### src/rtl/uart_rx_pkg.sv
// -----------------------------------------------------------------------------
// uart_rx_pkg
// Shared types and constants for the oversampling UART receiver.
//   - uart_rx_state_e : receiver FSM state (IDLE / BUSY)
//   - START_OFFSET    : baud counter preload at start detect (mid start bit)
//   - OVERSAMPLE      : x16 ticks per bit
//   - FRAME_BITS_*    : samples per frame incl. start and stop bits
//   - frame_bits()    : bit counter preload for a given parity setting
// -----------------------------------------------------------------------------
package uart_rx_pkg;

  typedef enum logic {
    IDLE = 1'b0,
    BUSY = 1'b1
  } uart_rx_state_e;

  localparam int unsigned START_OFFSET     = 8;
  localparam int unsigned OVERSAMPLE       = 16;
  localparam int unsigned FRAME_BITS_NOPAR = 10;
  localparam int unsigned FRAME_BITS_PAR   = 11;

  localparam int unsigned BAUD_CNT_W = $clog2(OVERSAMPLE);
  localparam int unsigned BIT_CNT_W  = 4;

  function automatic logic [BIT_CNT_W-1:0] frame_bits(input logic par_en);
    return par_en ? BIT_CNT_W'(FRAME_BITS_PAR) : BIT_CNT_W'(FRAME_BITS_NOPAR);
  endfunction

endpackage

### src/rtl/uart_rx_sync.sv
// -----------------------------------------------------------------------------
// uart_rx_sync
// Two-flop synchronizer for the serial line. Both flops reset to 1 so the
// line reads as idle while the chain fills after reset.
// Ports:
//   clk_i  - core clock
//   rst_i  - synchronous active-high reset
//   d      - asynchronous serial input
//   q      - synchronized output (2 clk_i cycles of latency)
// -----------------------------------------------------------------------------
module uart_rx_sync (
  input  logic clk_i,
  input  logic rst_i,
  input  logic d,
  output logic q
);

  logic meta_q;
  logic sync_q;

  always_ff @(posedge clk_i) begin
    if (rst_i) begin
      meta_q <= 1'b1;
      sync_q <= 1'b1;
    end else begin
      meta_q <= d;
      sync_q <= meta_q;
    end
  end

  assign q = sync_q;

endmodule

### src/rtl/uart_rx_core.sv
// -----------------------------------------------------------------------------
// uart_rx_core
// Oversampling UART receive engine for 8N1 / 8E1 / 8O1 frames, LSB first.
// A start bit (rx low while enabled) arms a 16x baud counter preloaded so the
// first sample lands mid start bit; each later sample is one bit period on.
//
// Build option: UART_RX_INPUT_SYNC_EN
//   defined   - rx goes through a 2-flop synchronizer (adds 2 cycles latency)
//   undefined - rx is used directly and must already be synchronous to clk_i
//
// Ports:
//   clk_i          in   core clock, rising edge
//   rst_i          in   synchronous reset, active high
//   rx_enable      in   receiver enable; low aborts any frame
//   tick_baud_x16  in   single-cycle strobe at 16x baud
//   parity_enable  in   frame carries a parity bit after the data
//   parity_odd     in   1 = odd parity, 0 = even
//   rx             in   serial line, idles high
//   tick_baud      out  pulse at every mid-bit sample point while BUSY
//   rx_valid       out  one-cycle pulse, frame complete (no back-pressure:
//                       the consumer must take rx_data in that cycle or
//                       before the next frame completes)
//   rx_data        out  last received byte, held until the next frame
//   idle           out  1 when no frame is in progress
//   frame_err      out  pulse with rx_valid when the stop bit sampled 0
//   rx_parity_err  out  pulse with rx_valid on parity mismatch
//   state_dbg      out  current FSM state for observation
// -----------------------------------------------------------------------------
module uart_rx_core
  import uart_rx_pkg::*;
#(
  parameter int unsigned DataWidth = 8
) (
  input  logic                 clk_i,
  input  logic                 rst_i,
  input  logic                 rx_enable,
  input  logic                 tick_baud_x16,
  input  logic                 parity_enable,
  input  logic                 parity_odd,
  input  logic                 rx,
  output logic                 tick_baud,
  output logic                 rx_valid,
  output logic [DataWidth-1:0] rx_data,
  output logic                 idle,
  output logic                 frame_err,
  output logic                 rx_parity_err,
  output uart_rx_state_e       state_dbg
);

  // ---------------------------------------------------------------------------
  // Serial input conditioning
  // ---------------------------------------------------------------------------
  logic rx_s;

`ifdef UART_RX_INPUT_SYNC_EN
  uart_rx_sync u_rx_sync (
    .clk_i (clk_i),
    .rst_i (rst_i),
    .d     (rx),
    .q     (rx_s)
  );
`else
  assign rx_s = rx;
`endif

  // ---------------------------------------------------------------------------
  // State and datapath registers
  // ---------------------------------------------------------------------------
  uart_rx_state_e        state_q;
  uart_rx_state_e        state_d;
  logic [BAUD_CNT_W-1:0] baud_cnt_q;
  logic [BIT_CNT_W-1:0]  bit_cnt_q;
  // Holds the most recent DataWidth+1 samples. At the stop sample it holds
  // {parity, data} for parity frames and {data, start} otherwise, so the
  // stop bit itself never needs to be stored.
  logic [DataWidth:0]    shift_q;
  // Parity setting captured at start detect so the frame length and the
  // data extraction agree even if the CSR changes mid-frame.
  logic                  par_en_q;

  logic                  start_det;
  logic                  sample;
  logic                  first_sample;
  logic                  glitch;
  logic                  done;
  logic                  abort;

  logic [DataWidth-1:0]  data_par;
  logic [DataWidth-1:0]  data_nopar;
  logic                  par_bit;
  logic [DataWidth-1:0]  frame_data;

  assign data_par   = shift_q[DataWidth-1:0];
  assign par_bit    = shift_q[DataWidth];
  assign data_nopar = shift_q[DataWidth:1];
  assign frame_data = par_en_q ? data_par : data_nopar;

  // ---------------------------------------------------------------------------
  // Next-state and control decode
  // ---------------------------------------------------------------------------
  always_comb begin
    state_d      = state_q;
    start_det    = 1'b0;
    glitch       = 1'b0;
    done         = 1'b0;
    abort        = 1'b0;
    sample       = (state_q == BUSY) && tick_baud_x16 &&
                   (baud_cnt_q == BAUD_CNT_W'(OVERSAMPLE - 1));
    first_sample = (bit_cnt_q == frame_bits(par_en_q));

    case (state_q)
      IDLE: begin
        if (rx_enable && !rx_s) begin
          start_det = 1'b1;
          state_d   = BUSY;
        end
      end
      BUSY: begin
        if (!rx_enable) begin
          abort   = 1'b1;
          state_d = IDLE;
        end else if (sample) begin
          if (first_sample && rx_s) begin
            // Start bit was high at its centre: line glitch, not a frame.
            glitch  = 1'b1;
            state_d = IDLE;
          end else if (bit_cnt_q == BIT_CNT_W'(1)) begin
            done    = 1'b1;
            state_d = IDLE;
          end
        end
      end
      default: state_d = IDLE;
    endcase
  end

  always_ff @(posedge clk_i) begin
    if (rst_i) begin
      state_q <= IDLE;
    end else begin
      state_q <= state_d;
    end
  end

  // ---------------------------------------------------------------------------
  // Counters, shift register and result registers
  // ---------------------------------------------------------------------------
  always_ff @(posedge clk_i) begin
    if (rst_i) begin
      baud_cnt_q    <= '0;
      bit_cnt_q     <= '0;
      shift_q       <= '1;
      par_en_q      <= 1'b0;
      rx_valid      <= 1'b0;
      rx_data       <= '0;
      frame_err     <= 1'b0;
      rx_parity_err <= 1'b0;
    end else begin
      rx_valid      <= done;
      frame_err     <= done & ~rx_s;
      rx_parity_err <= done & par_en_q & (^{parity_odd, data_par, par_bit});
      if (done) begin
        rx_data <= frame_data;
      end

      if (start_det) begin
        baud_cnt_q <= BAUD_CNT_W'(START_OFFSET);
        bit_cnt_q  <= frame_bits(parity_enable);
        par_en_q   <= parity_enable;
      end else if ((state_q == BUSY) && tick_baud_x16) begin
        // Natural wrap of the counter width gives modulo-OVERSAMPLE.
        baud_cnt_q <= baud_cnt_q + BAUD_CNT_W'(1);
      end

      if (sample) begin
        shift_q   <= {rx_s, shift_q[DataWidth:1]};
        bit_cnt_q <= bit_cnt_q - BIT_CNT_W'(1);
      end
    end
  end

  assign tick_baud = sample;
  assign idle      = (state_q == IDLE);
  assign state_dbg = state_q;

endmodule

### config.mk
export PLATFORM = sky130hd
export DESIGN_NAME = uart_rx_core
export DESIGN_NICKNAME = d
export VERILOG_FILES = /design/src/rtl/uart_rx_pkg.sv /design/src/rtl/uart_rx_sync.sv /design/src/rtl/uart_rx_core.sv
export SDC_FILE = /design/constraint.sdc
export NUM_CORES = 1
export LEC_CHECK = 0
export BUFFER_PORTS_ARGS = -buffer_cell sky130_fd_sc_hd__buf_2
export CORE_MARGIN = 5
export CORE_UTILIZATION = 55
export DETAILED_ROUTE_END_ITERATION = 16
export PLACE_DENSITY_LB_ADDON = 0.1
export SLEW_MARGIN = 40
export SYNTH_ARGS = -nofsm -noshare
export SYNTH_HDL_FRONTEND = slang
export SYNTH_HIERARCHICAL = 1
export SYNTH_SLANG_ARGS = --single-unit
### constraint.sdc
create_clock -name clk_i -period 2.45 [get_ports clk_i]
set_input_delay 0.49 -clock clk_i [delete_from_list [all_inputs] [get_ports clk_i]]
set_output_delay 0.49 -clock clk_i [all_outputs]
set_load 0.05 [all_outputs]
# After elaboration in Yosys (flattened, before gate mapping)
# Index checks and enable logic that the tools add are counted.
[op_classes] n_addsub=2 n_bitwise=5 muxes=19 reduce_logical=9 eq_ne=3
[ops] op="$mux W4" count=4
[ops] op="$mux W1" count=13
[ops] op="$reduce_xor A10 Y1" count=1
[ops] op="$mux W8" count=1
[ops] op="$add A4 B1 Y4 const B" count=1
[ops] op="$eq A4 B1 Y1 const B" count=1
[ops] op="$eq A4 B4 Y1" count=1
[ops] op="$eq A4 B4 Y1 const B" count=1
[ops] op="$logic_and A1 B1 Y1" count=4
[ops] op="$reduce_bool A2 Y1" count=2
[ops] op="$sub A4 B1 Y4 const B" count=1
[ops] op="$and A1 B1 Y1" count=3
[ops] op="$not A1 Y1" count=2
[ops] op="$pmux W1 S2" count=1
[ops] op="$reduce_or A2 Y1" count=1
[ops] op="$logic_not A1 Y1" count=1
[totals] elab_cells=48 ff_bits=30 output_inout_bits=14 in_bits=7

# Longest topological paths before layout
[depth] depth_word=9 ltp_mapped=7 ltp_nobuf=6

# Worst setup path before layout
# Ideal clock, no wire load.
[synth_path] path_kind="reg2out" from="register state_q, in the netlist state_dbg" to="output port tick_baud" arrival_ps=1672 slack_ps=288 path_stages_with_launch=6 n_path_buf=2 required_ps=1960 path_cell_list="dfxtp_1 -> clkbuf_2 -> and3_1 -> nand3_1 -> inv_1 -> buf_2"
[synth_between] elab_chain_len=2
[synth_rtl] item="start: declaration" line_no="uart_rx_core.sv:69" rtl="uart_rx_state_e state_q;"
[synth_rtl] item="start signal: assignment" line_no="uart_rx_core.sv:141" rtl="state_q <= state_d;"
[synth_rtl] item="$logic_and A1 B1 Y1 (2 in series)" line_no="uart_rx_core.sv:107" rtl="sample = (state_q == BUSY) && tick_baud_x16 &&"
[synth_rtl] item="end: declaration" line_no="uart_rx_core.sv:41" rtl="output logic tick_baud,"
# Every way passes these cells.

# Worst setup path after layout
[layout_path] from="register baud_cnt_q[0]" to="output port tick_baud"
[layout_between] elab_chain_len=2
[layout_rtl] item="start: declaration" line_no="uart_rx_core.sv:71" rtl="logic [BAUD_CNT_W-1:0] baud_cnt_q;"
[layout_rtl] item="start signal: assignment" line_no="uart_rx_core.sv:167" rtl="baud_cnt_q <= BAUD_CNT_W'(START_OFFSET);"
[layout_rtl] item="start signal: assignment" line_no="uart_rx_core.sv:172" rtl="baud_cnt_q <= baud_cnt_q + BAUD_CNT_W'(1);"
[layout_rtl] item="$eq A4 B4 Y1" line_no="uart_rx_core.sv:108" rtl="(baud_cnt_q == BAUD_CNT_W'(OVERSAMPLE - 1));"
[layout_rtl] item="$logic_and A1 B1 Y1" line_no="uart_rx_core.sv:107"
# Every way passes these cells.

==> metrics.cfg <==
[route]
vias_per_cell = 5.289
drtPass1Iterations = 4
num_vias = 1063
drt_iter0_markers = 26
drc = 0
ant_nets = 0
drt_wl_total_um = 2563
wl_per_cell_um = 12.75

[critical_path]
critPathBufInv = 2
crit_chain = ha_1 > and3_1 > nand3_1 > inv_1 > buf_2
path_delay_family = flip-flops
cp-end-kind = primary output
crit_fanout = 3
critPathKind = reg -> out
max_stage_delay_ns = 0.37
crit_arrival_ns = 1.58
cp-start-kind = register
slowest_stage = dfxtp_1
required_ns = 1.96

[die]
dieHeight_um = 60.30
die_w_um = 60.30
initial_core_util = 0.5668
io_pins = 21
dieArea_um2 = 3635
num_rows = 18
core_um2 = 2455

[logic_synthesis]
async_reset_ff_frac = 0
synthCells = 149
ys_top_cells_by_area = dfxtp_1 43%, nand2_1 7.0%, xnor2_1 6.3%
synth_nets = 159
syn_avg_cell_area_um2 = 9.338
syn_area_um2 = 1391
synth.most_common_cell = dfxtp_1
synth_commonest_cells = 30 x dfxtp_1, 26 x nand2_1, 13 x nor2_1
yosys_warnings = 6
synth_top_area_frac = 0.4317
yosysTopAreaCell = dfxtp_1
ys_ff_latch = 30
synth-edff-count = 0
yosysSeqAreaShare = 0.4317
synth-main-ff-cell = dfxtp_1
ys_types = 32

[clock_network]
holdBufCountCts = 0
cts_tree = yes
htreeDepth = 2
clk_latency_ns = 0.33
clkTransAtPathRegs_ns = 0.09
cts_num_sinks = 30
ctsResizeCount = 0
clockRootBuffer = clkbuf_4
numCtsBuffers = 5
cts_buffer_depth = 2
postCtsSetupBuffers = 0

[grt]
grt_max_degree = 26
grt_pass1_wl_um = 4360
grt_overflow_total = 0
grt_pass1_vias = 979
antenna_found_initial = 0
track_usage = 0.1653

[timing]
layout_min_cycle_time_ns = 2.072
finalMaxSlewViolations = 0
fmax_mhz = 482.6
rsz0062_at_grt = false
worstMarginPinSlew_ns = 0.5468
hold_violations = 0
post-route-period-util = 0.8458
layout_setup_ws_ns = 0.3778
tns_ns = 0
setup_violations = 0
relSlewSlack = 0.6347
worst_clock_skew_ns = 0.008595

[status]
status = finished clean

[finish]
drive_gt1_frac = 0.2164
ff_latch_area_um2 = 600.6
multi_input_area_um2 = 733.2
syn2layout_area_growth_pct = 12.41
final_nets = 182
num_antenna_cells = 0
fillers = 205

[place]
pre_cts_ws_ns = 0.6971
portBuffers = 20
dp_hpwl_um = 1906
gp_congestion = 0.7926

[power_and_ir_drop]
powerDensity_nw_per_um2 = 539.6
p_leak_uw = 0.0006818
vdd_drop_max_uv = 436.7

[job]
cap_violations = 0

[worst_hold_path]
hold_class = in -> reg

[final timing paths]
check / from / to / slack [ns] / cells after the start
setup / recovery: baud_cnt_q[0]$_SDFFE_PP0P_ / tick_baud / 0.38 / 5
hold / removal: rx / frame_err$_SDFF_PP0_ / 0.41 / 2
setup reg to reg: bit_cnt_q[0]$_SDFFE_PP0P_ / rx_parity_err$_SDFF_PP0_ / 0.69 / 6
hold reg to reg: baud_cnt_q[1]$_SDFFE_PP0P_ / baud_cnt_q[1]$_SDFFE_PP0P_ / 0.50 / 2
[kinds of logic after synthesis]
family	after synthesis	synth area share
AO/OA/AOI/OAI	20	0.1097
multiplexers	8	0.05756
XOR/XNOR	13	0.09172
buffers and inverters	12	0.04136
AND/OR/NAND/NOR	63	0.2410
adder cells (fa/ha/maj)	3	0.02698
flip-flops	30	0.4317
[routing by layer]
metal	global-route usage	wire length [µm]	up-vias
met2	0.2377	1070	25
met5	0	0	-
met3	0.05832	165	5
met1	0.2154	1271	480
met4	0.08544	56	0
li1	-	-	553
[worst reg2reg max path: stages, from the launching register on]
cell	delay, ns
dfxtp_1	0.45
ha_1	0.18
or3b_4	0.39
nor4_4	0.12
buf_4	0.24
and2b_2	0.18
and3_1	0.15
[metrics by stage]
stage / total power (µW) / instances / hold slack [ns] / cell area [µm²] / util
floorplan: 556.8 / 149 / 0.4508 / 1391 / -
global placement: 571.8 / 195 / 0.4667 / 1513 / 0.6162
detailed placement: 573.0 / 195 / 0.4930 / 1513 / 0.6162
CTS: 854.2 / 201 / 0.4085 / 1564 / 0.6371
global route: 883.9 / 201 / 0.4245 / 1564 / 0.6371
finish: 843.9 / 201 / 0.4102 / 1564 / 0.6371
[where the power goes]
group | switching, µW | internal (µW)
clock network | 154 | 129
logic | 32.0 | 24.9
registers | 10.7 | 494
[layout make-up]
class	instances	share of cell area
Tap cell	30	0.02400
Clock buffer	6	0.03280
Multi-Input combinational cell	107	0.4688
Inverter	5	0.01200
Sequential cell	30	0.3840
Timing Repair Buffer	23	0.07840
[registers in the layout (all words and copies together) (netlist names)]
signal and cells:
baud_cnt_q 4, bit_cnt_q 4, frame_err 1, par_en_q 1
rx_data 8, rx_parity_err 1, rx_valid 1, shift_q 9
state_dbg 1
[cells in the final DEF, fill, tap and decap left out]
cell type | Yosys | layout
buf_4 | 0 | 3
xnor3_1 | 1 | 1
a21o_1 | 1 | 1
ha_1 | 3 | 3
mux2i_1 | 8 | 8
o21ba_2 | 1 | 1
clkbuf_4 | 0 | 5
dfxtp_1 | 30 | 30
and2b_2 | 1 | 1
a211oi_1 | 8 | 8
nor2b_1 | 1 | 1
o41ai_1 | 1 | 1
a311oi_1 | 1 | 1
o211ai_1 | 1 | 1
nor3_1 | 3 | 3
a211oi_2 | 2 | 2
buf_2 | 3 | 20
clkbuf_8 | 0 | 1
inv_1 | 5 | 5
and3_1 | 2 | 2
xor2_1 | 2 | 2
nor4_4 | 1 | 1
or2_2 | 1 | 1
a21oi_1 | 5 | 5
nor3b_1 | 1 | 1
nand2_1 | 26 | 26
nor2_1 | 13 | 13
nand3_1 | 3 | 3
nand3b_1 | 9 | 9
xnor2_1 | 10 | 10
nand3_4 | 1 | 1
or3b_4 | 1 | 1
No activity file was read; power rests on OpenSTA's default activity.
